==> src/rtl/mem_access.sv <==
// mem_access: memory-access pipeline stage. Issues loads/stores on a
// req/addr_ok/data_ok data bus, aligns and extends load data, builds store
// strobes, flags address errors and stalls upstream until the bus completes.
//
// Bus handshake: the master holds data_req_o high with the request fields
// (addr, wr, size, wstrb, wdata) frozen until a cycle in which data_addr_ok_i
// is high; that cycle accepts the request. Exactly one response follows: the
// first later (or same) cycle with data_data_ok_i high completes it and, for
// loads, carries data_rdata_i. No second request is issued before data_ok.
// The instruction is expected to stay on the stage inputs from the issue
// cycle until the DONE cycle; stall_req_o covers REQ, WAIT and DRAIN.
module mem_access (
    input  logic        clk_i,
    input  logic        rst_i,
    input  logic        valid_i,
    input  logic [3:0]  mem_op_i,
    input  logic [31:0] addr_i,
    input  logic [31:0] store_data_i,
    input  logic [4:0]  wd_i,
    input  logic        wreg_i,
    input  logic [31:0] wdata_i,
    input  logic        hilo_we_i,
    input  logic [63:0] hilo_i,
    input  logic [31:0] exception_type_i,
    input  logic [31:0] current_instr_addr_i,
    input  logic        is_in_delayslot_i,
    input  logic        flush_i,
    output logic        data_req_o,
    output logic        data_wr_o,
    output logic [1:0]  data_size_o,
    output logic [31:0] data_addr_o,
    output logic [31:0] data_wdata_o,
    output logic [3:0]  data_wstrb_o,
    input  logic        data_addr_ok_i,
    input  logic        data_data_ok_i,
    input  logic [31:0] data_rdata_i,
    output logic        stall_req_o,
    output logic        valid_o,
    output logic [4:0]  wd_o,
    output logic        wreg_o,
    output logic [31:0] wdata_o,
    output logic        hilo_we_o,
    output logic [63:0] hilo_o,
    output logic [31:0] exception_type_o,
    output logic [31:0] current_instr_addr_o,
    output logic        is_in_delayslot_o,
    output logic [31:0] badvaddr_o,
    output logic [2:0]  fsm_state_o
);

    localparam logic [2:0] S_IDLE  = 3'd0;
    localparam logic [2:0] S_REQ   = 3'd1;
    localparam logic [2:0] S_WAIT  = 3'd2;
    localparam logic [2:0] S_DONE  = 3'd3;
    localparam logic [2:0] S_DRAIN = 3'd4;

    localparam logic [3:0] OP_LB  = 4'd1;
    localparam logic [3:0] OP_LBU = 4'd2;
    localparam logic [3:0] OP_LH  = 4'd3;
    localparam logic [3:0] OP_LHU = 4'd4;
    localparam logic [3:0] OP_LW  = 4'd5;
    localparam logic [3:0] OP_SB  = 4'd6;
    localparam logic [3:0] OP_SH  = 4'd7;
    localparam logic [3:0] OP_SW  = 4'd8;

    logic [2:0]  state_q;
    logic [2:0]  state_d;
    logic [31:0] rdata_q;
    logic        capture;

    logic        is_load;
    logic        is_store;
    logic        misaligned;
    logic        addr_err;
    logic        active;

    logic [1:0]  bus_size;
    logic [3:0]  bus_wstrb;
    logic [31:0] bus_wdata;
    logic [7:0]  ld_byte;
    logic [15:0] ld_half;
    logic [31:0] load_data;

    assign is_load  = (mem_op_i >= OP_LB) && (mem_op_i <= OP_LW);
    assign is_store = (mem_op_i >= OP_SB) && (mem_op_i <= OP_SW);

    // Alignment check: halfword ops need bit 0 clear, word ops both low bits.
    always_comb begin
        misaligned = 1'b0;
        case (mem_op_i)
            OP_LH, OP_LHU, OP_SH: misaligned = addr_i[0];
            OP_LW, OP_SW:         misaligned = |addr_i[1:0];
            default:              misaligned = 1'b0;
        endcase
    end

    assign addr_err = valid_i && misaligned;
    assign active   = valid_i && (is_load || is_store) && (exception_type_i == 32'd0)
                      && !addr_err && !flush_i;

    // Next-state logic, including flush withdrawal/drain and the combined
    // addr_ok+data_ok case.
    always_comb begin
        state_d = state_q;
        capture = 1'b0;
        case (state_q)
            S_IDLE: begin
                if (active) state_d = S_REQ;
            end
            S_REQ: begin
                if (flush_i) begin
                    if (!data_addr_ok_i)     state_d = S_IDLE;
                    else if (data_data_ok_i) state_d = S_IDLE;
                    else                     state_d = S_DRAIN;
                end else if (data_addr_ok_i) begin
                    if (data_data_ok_i) begin
                        capture = 1'b1;
                        state_d = S_DONE;
                    end else begin
                        state_d = S_WAIT;
                    end
                end
            end
            S_WAIT: begin
                if (flush_i) begin
                    state_d = data_data_ok_i ? S_IDLE : S_DRAIN;
                end else if (data_data_ok_i) begin
                    capture = 1'b1;
                    state_d = S_DONE;
                end
            end
            S_DONE: begin
                state_d = S_IDLE;
            end
            S_DRAIN: begin
                if (data_data_ok_i) state_d = S_IDLE;
            end
            default: state_d = S_IDLE;
        endcase
    end

    // State register and captured read word.
    always_ff @(posedge clk_i) begin
        if (rst_i) begin
            state_q <= S_IDLE;
            rdata_q <= 32'd0;
        end else begin
            state_q <= state_d;
            if (capture) rdata_q <= data_rdata_i;
        end
    end

    // Store encoding: size, byte strobes and replicated write data.
    always_comb begin
        bus_size  = 2'd0;
        bus_wstrb = 4'b0000;
        bus_wdata = 32'd0;
        case (mem_op_i)
            OP_LB, OP_LBU: bus_size = 2'd0;
            OP_LH, OP_LHU: bus_size = 2'd1;
            OP_LW:         bus_size = 2'd2;
            OP_SB: begin
                bus_size  = 2'd0;
                bus_wstrb = 4'b0001 << addr_i[1:0];
                bus_wdata = {4{store_data_i[7:0]}};
            end
            OP_SH: begin
                bus_size  = 2'd1;
                bus_wstrb = addr_i[1] ? 4'b1100 : 4'b0011;
                bus_wdata = {2{store_data_i[15:0]}};
            end
            OP_SW: begin
                bus_size  = 2'd2;
                bus_wstrb = 4'b1111;
                bus_wdata = store_data_i;
            end
            default: begin
                bus_size  = 2'd0;
                bus_wstrb = 4'b0000;
                bus_wdata = 32'd0;
            end
        endcase
    end

    // Load extraction from the captured word, then sign/zero extension.
    always_comb begin
        case (addr_i[1:0])
            2'd0:    ld_byte = rdata_q[7:0];
            2'd1:    ld_byte = rdata_q[15:8];
            2'd2:    ld_byte = rdata_q[23:16];
            default: ld_byte = rdata_q[31:24];
        endcase
        ld_half = addr_i[1] ? rdata_q[31:16] : rdata_q[15:0];
        case (mem_op_i)
            OP_LB:   load_data = {{24{ld_byte[7]}}, ld_byte};
            OP_LBU:  load_data = {24'd0, ld_byte};
            OP_LH:   load_data = {{16{ld_half[15]}}, ld_half};
            OP_LHU:  load_data = {16'd0, ld_half};
            OP_LW:   load_data = rdata_q;
            default: load_data = 32'd0;
        endcase
    end

    // Output drive; everything is forced low while reset is held.
    always_comb begin
        data_req_o           = 1'b0;
        data_wr_o            = 1'b0;
        data_size_o          = 2'd0;
        data_addr_o          = 32'd0;
        data_wdata_o         = 32'd0;
        data_wstrb_o         = 4'b0000;
        stall_req_o          = 1'b0;
        valid_o              = 1'b0;
        wd_o                 = 5'd0;
        wreg_o               = 1'b0;
        wdata_o              = 32'd0;
        hilo_we_o            = 1'b0;
        hilo_o               = 64'd0;
        exception_type_o     = 32'd0;
        current_instr_addr_o = 32'd0;
        is_in_delayslot_o    = 1'b0;
        badvaddr_o           = 32'd0;
        fsm_state_o          = S_IDLE;
        if (!rst_i) begin
            data_req_o   = (state_q == S_REQ);
            data_wr_o    = is_store;
            data_size_o  = bus_size;
            data_addr_o  = addr_i;
            data_wdata_o = bus_wdata;
            data_wstrb_o = bus_wstrb;
            stall_req_o  = (state_q == S_REQ) || (state_q == S_WAIT) || (state_q == S_DRAIN);
            valid_o      = valid_i && !flush_i && (state_q != S_DRAIN);
            wd_o         = wd_i;
            wreg_o       = wreg_i && valid_o;
            wdata_o      = ((state_q == S_DONE) && is_load) ? load_data : wdata_i;
            hilo_we_o    = hilo_we_i && valid_o;
            hilo_o       = hilo_i;
            exception_type_o = exception_type_i;
            if (addr_err) begin
                exception_type_o = exception_type_i | (is_load ? 32'h0000_0010 : 32'h0000_0020);
                badvaddr_o       = addr_i;
            end
            current_instr_addr_o = current_instr_addr_i;
            is_in_delayslot_o    = is_in_delayslot_i;
            fsm_state_o          = state_q;
        end
    end

endmodule
==> config.mk <==
export PLATFORM = sky130hd
export DESIGN_NAME = mem_access
export DESIGN_NICKNAME = d
export VERILOG_FILES = /design/src/rtl/mem_access.sv
export SDC_FILE = /design/constraint.sdc
export NUM_CORES = 1
export LEC_CHECK = 0
export CORE_AREA = 2 2 216 218
export DETAILED_ROUTE_END_ITERATION = 16
export DIE_AREA = 0 0 218 220
export PLACE_DENSITY = 0.4
export SLEW_MARGIN = 20
export SYNTH_ARGS = -nofsm -noshare
export SYNTH_HDL_FRONTEND = slang
export SYNTH_SLANG_ARGS = --single-unit
==> constraint.sdc <==
create_clock -name clk_i -period 7.3 [get_ports clk_i]
set_input_delay 2.19 -clock clk_i [delete_from_list [all_inputs] [get_ports clk_i]]
set_output_delay 2.19 -clock clk_i [all_outputs]
set_load 0.05 [all_outputs]
==> results.toml <==
[outcome]
outcome = "completed"

[yosys]
yosysWarnings = 0
netlist_top_cells_count = "169 x nor2b_1, 92 x nor2_1, 73 x nand2_1, 40 x mux2i_1, 35 x dfxtp_1"
synthCells = 670
synth_cell_types = 52
syn-num-nets = 944
synth_edf_count = 0
synth_area_per_cell_um2 = 6.72
synth_async_sr_flop_share_pct = 0
synth_area_leaders = "nor2b_1 23%, dfxtp_1 16%, mux2i_1 8.9%"
yosys.cell_count.top_type = "nor2b_1"
synth.ff_latch_count = 35
yosys.area.top_type_share_pct = 23.5
ys_seq_area_share_pct = 15.6
synth_top_cell_by_area = "nor2b_1"
synth_area_um2 = 4500
yosys_most_used_dff = "dfxtp_1"

[placed_design]
gp_congestion = 0.788
io_buffers = 550
dp_hpwl_mm = 28.2
dpl_worst_slack_ns = 0.426

[clocking]
h-tree-depth = 2
clock_sinks = 35
cts_setup_buffers = 0
cts_root_buf = "clkbuf_16"
cts_hold_buf = 0
clockBufferDepth = 2
cts_buffers = 5
cts.repair.resized = 0
insertion_delay_ns = 0.29
cts_tree = "yes"
cts.clk_slew.worst_paths_ns = 0.06

[worst_hold_path]
min_path_type = "reg -> reg"

[floorplanning]
die_area_um2 = 48000
dieHeight_um = 220
die_w_um = 218
rows = 79
ioPinCount = 551
core-area_um2 = 45900
start_util_pct = 9.82

[sta]
tightest_slew_ns = 0.671
timing.fmax_ghz = 0.145
setup_ws_ns = 0.402
tns_ns = 0
setup_violations = 0
fin_worst_skew_ns = 0.00729
fin_crit_sh_pct = 94.5
period_minus_slack_ns = 6.90
relSlewSlack_pct = 55.1
rsz0062_at_grt = "no"
slew_viol_final = 0
hold_viol = 0

[critical_path]
start_kind = "primary input"
critPathKind = "in -> out"
cp_max_fo = 13
cp_data_required_time_ns = 5.11
worst_ep_arrival_time_ns = 4.71
end_kind = "output pin"

[cells_and_area]
multi_input_area_um2 = 3550
n_fill_cell = 4992
finish.net_count = 1467
register_area_um2 = 701
synthToLayoutAreaGrowth_pct = 160
drive_gt1_share_pct = 14.2

[detailed_routing]
ant_nets = 0
vias = 6710
drtIter0Drc = 239
first_pass_iters = 5
routed_via_density = 3.72
wire_per_inst_um = 18.6
drc = 0
wl_mm = 33.5

[grt]
grt_antenna_before_repair = 3
first_global_vias = 6605
grt_usage_pct = 12.9
grt_pass1_wl_mm = 46.1
grt_max_degree = 88
globalRouteOverflowTotal = 0

[power]
p_leak_nw = 4.28
peakVddDrop_mv = 0.0679
powerDensity_nw_per_um2 = 98.8

[job]
maxCapViolations = 0
-- cells in the final DEF, fill, tap and decap left out, types with 2 or more instances in the layout --
master,n
clkdlybuf4s50_1,441
nor2b_1,169
nor2_1,92
buf_12,86
nand2_1,73
buf_4,48
mux2i_1,40
dfxtp_1,35
nor3b_1,33
a21oi_1,28
a211oi_1,26
and2_1,11
o21ai_0,10
a311oi_1,10
mux2_2,9
a22oi_1,8
nor4_1,8
a31oi_1,7
clkbuf_16,5
inv_1,4
nand2b_1,4
nand3b_1,4
nor2_2,3
nand3_1,3
nor4b_4,2
nor3_1,2
a21o_1,2
nand4_1,2
-- area by class of cell --
class                      instances  share of cell area (%)
tap                              607                    6.48
clock buffer                       6                    1.19
timing repair buffer             576                    55.6
clock inverter                     2                   0.299
multi-input combinational        570                    30.3
sequential                        35                    5.98
inverter                           5                   0.160
antenna                            1                  0.0214
-- worst max-delay path, stage by stage --
cell and delay [ns]:
clkdlybuf4s50_1 0.83, nor3_2 0.18, nor4b_4 0.41, o21ai_1 0.13, nor2_2 0.45, buf_12 0.20, a211oi_1 0.09, buf_4 0.22
-- per-stage QoR --
| stage | area, um^2 | total power, mW | hold slack [ns] | utilization (%) | std cells |
|---|---|---|---|---|---|
| 2_1_floorplan | 4500 | 0.546 | 0.463 | - | 670 |
| 3_3_place_gp | 11500 | 0.906 | 0.476 | 25.2 | 1793 |
| 3_5_place_dp | 11500 | 0.905 | 0.489 | 25.2 | 1793 |
| 4_1_cts | 11700 | 1.18 | 0.506 | 25.5 | 1801 |
| 5_1_grt | 11700 | 1.21 | 0.530 | 25.5 | 1801 |
| 6_report | 11700 | 1.16 | 0.499 | 25.5 | 1802 |
-- cells by family after synthesis --
group,share of synthesized area [%]
AO/OA/AOI/OAI,16.2
XOR/XNOR,0.195
adder cells (fa/ha/maj),0.222
buffers and inverters,6.06
flip-flops,15.6
multiplexers,11.6
AND/OR/NAND/NOR,50.1
-- registers in the layout (all words and copies together) (netlist names) --
name     cells
rdata_q     32
state_q      3
-- final timing paths --
check	depth (start not counted)	startpoint	slack (ns)	end
max reg2reg	5	state_q[0]$_SDFFE_PP0P_	5.19	rdata_q[28]$_SDFFE_PP0P_
max	8	mem_op_i[1]	0.40	wdata_o[27]
min	2	rdata_q[6]$_SDFFE_PP0P_	0.50	rdata_q[6]$_SDFFE_PP0P_
min reg2reg	2	rdata_q[6]$_SDFFE_PP0P_	0.50	rdata_q[6]$_SDFFE_PP0P_
-- power breakdown --
| part | internal, mW | switching, mW | total (mW) |
|---|---|---|---|
| Sequential | 0.191 | 0.0000000160 | 0.191 |
| Combinational | 0.312 | 0.393 | 0.704 |
| Clock | 0.170 | 0.0917 | 0.262 |
| Total | 0.672 | 0.485 | 1.16 |
-- layer usage --
layer,vias up,GRT usage (%),routed length [um]
met5,-,0,13
met4,2,2.29,420
met3,22,3.20,2460
met2,278,23.4,17200
met1,3090,15.4,13400
li1,3318,-,-
No activity file was read; power rests on OpenSTA's default activity.
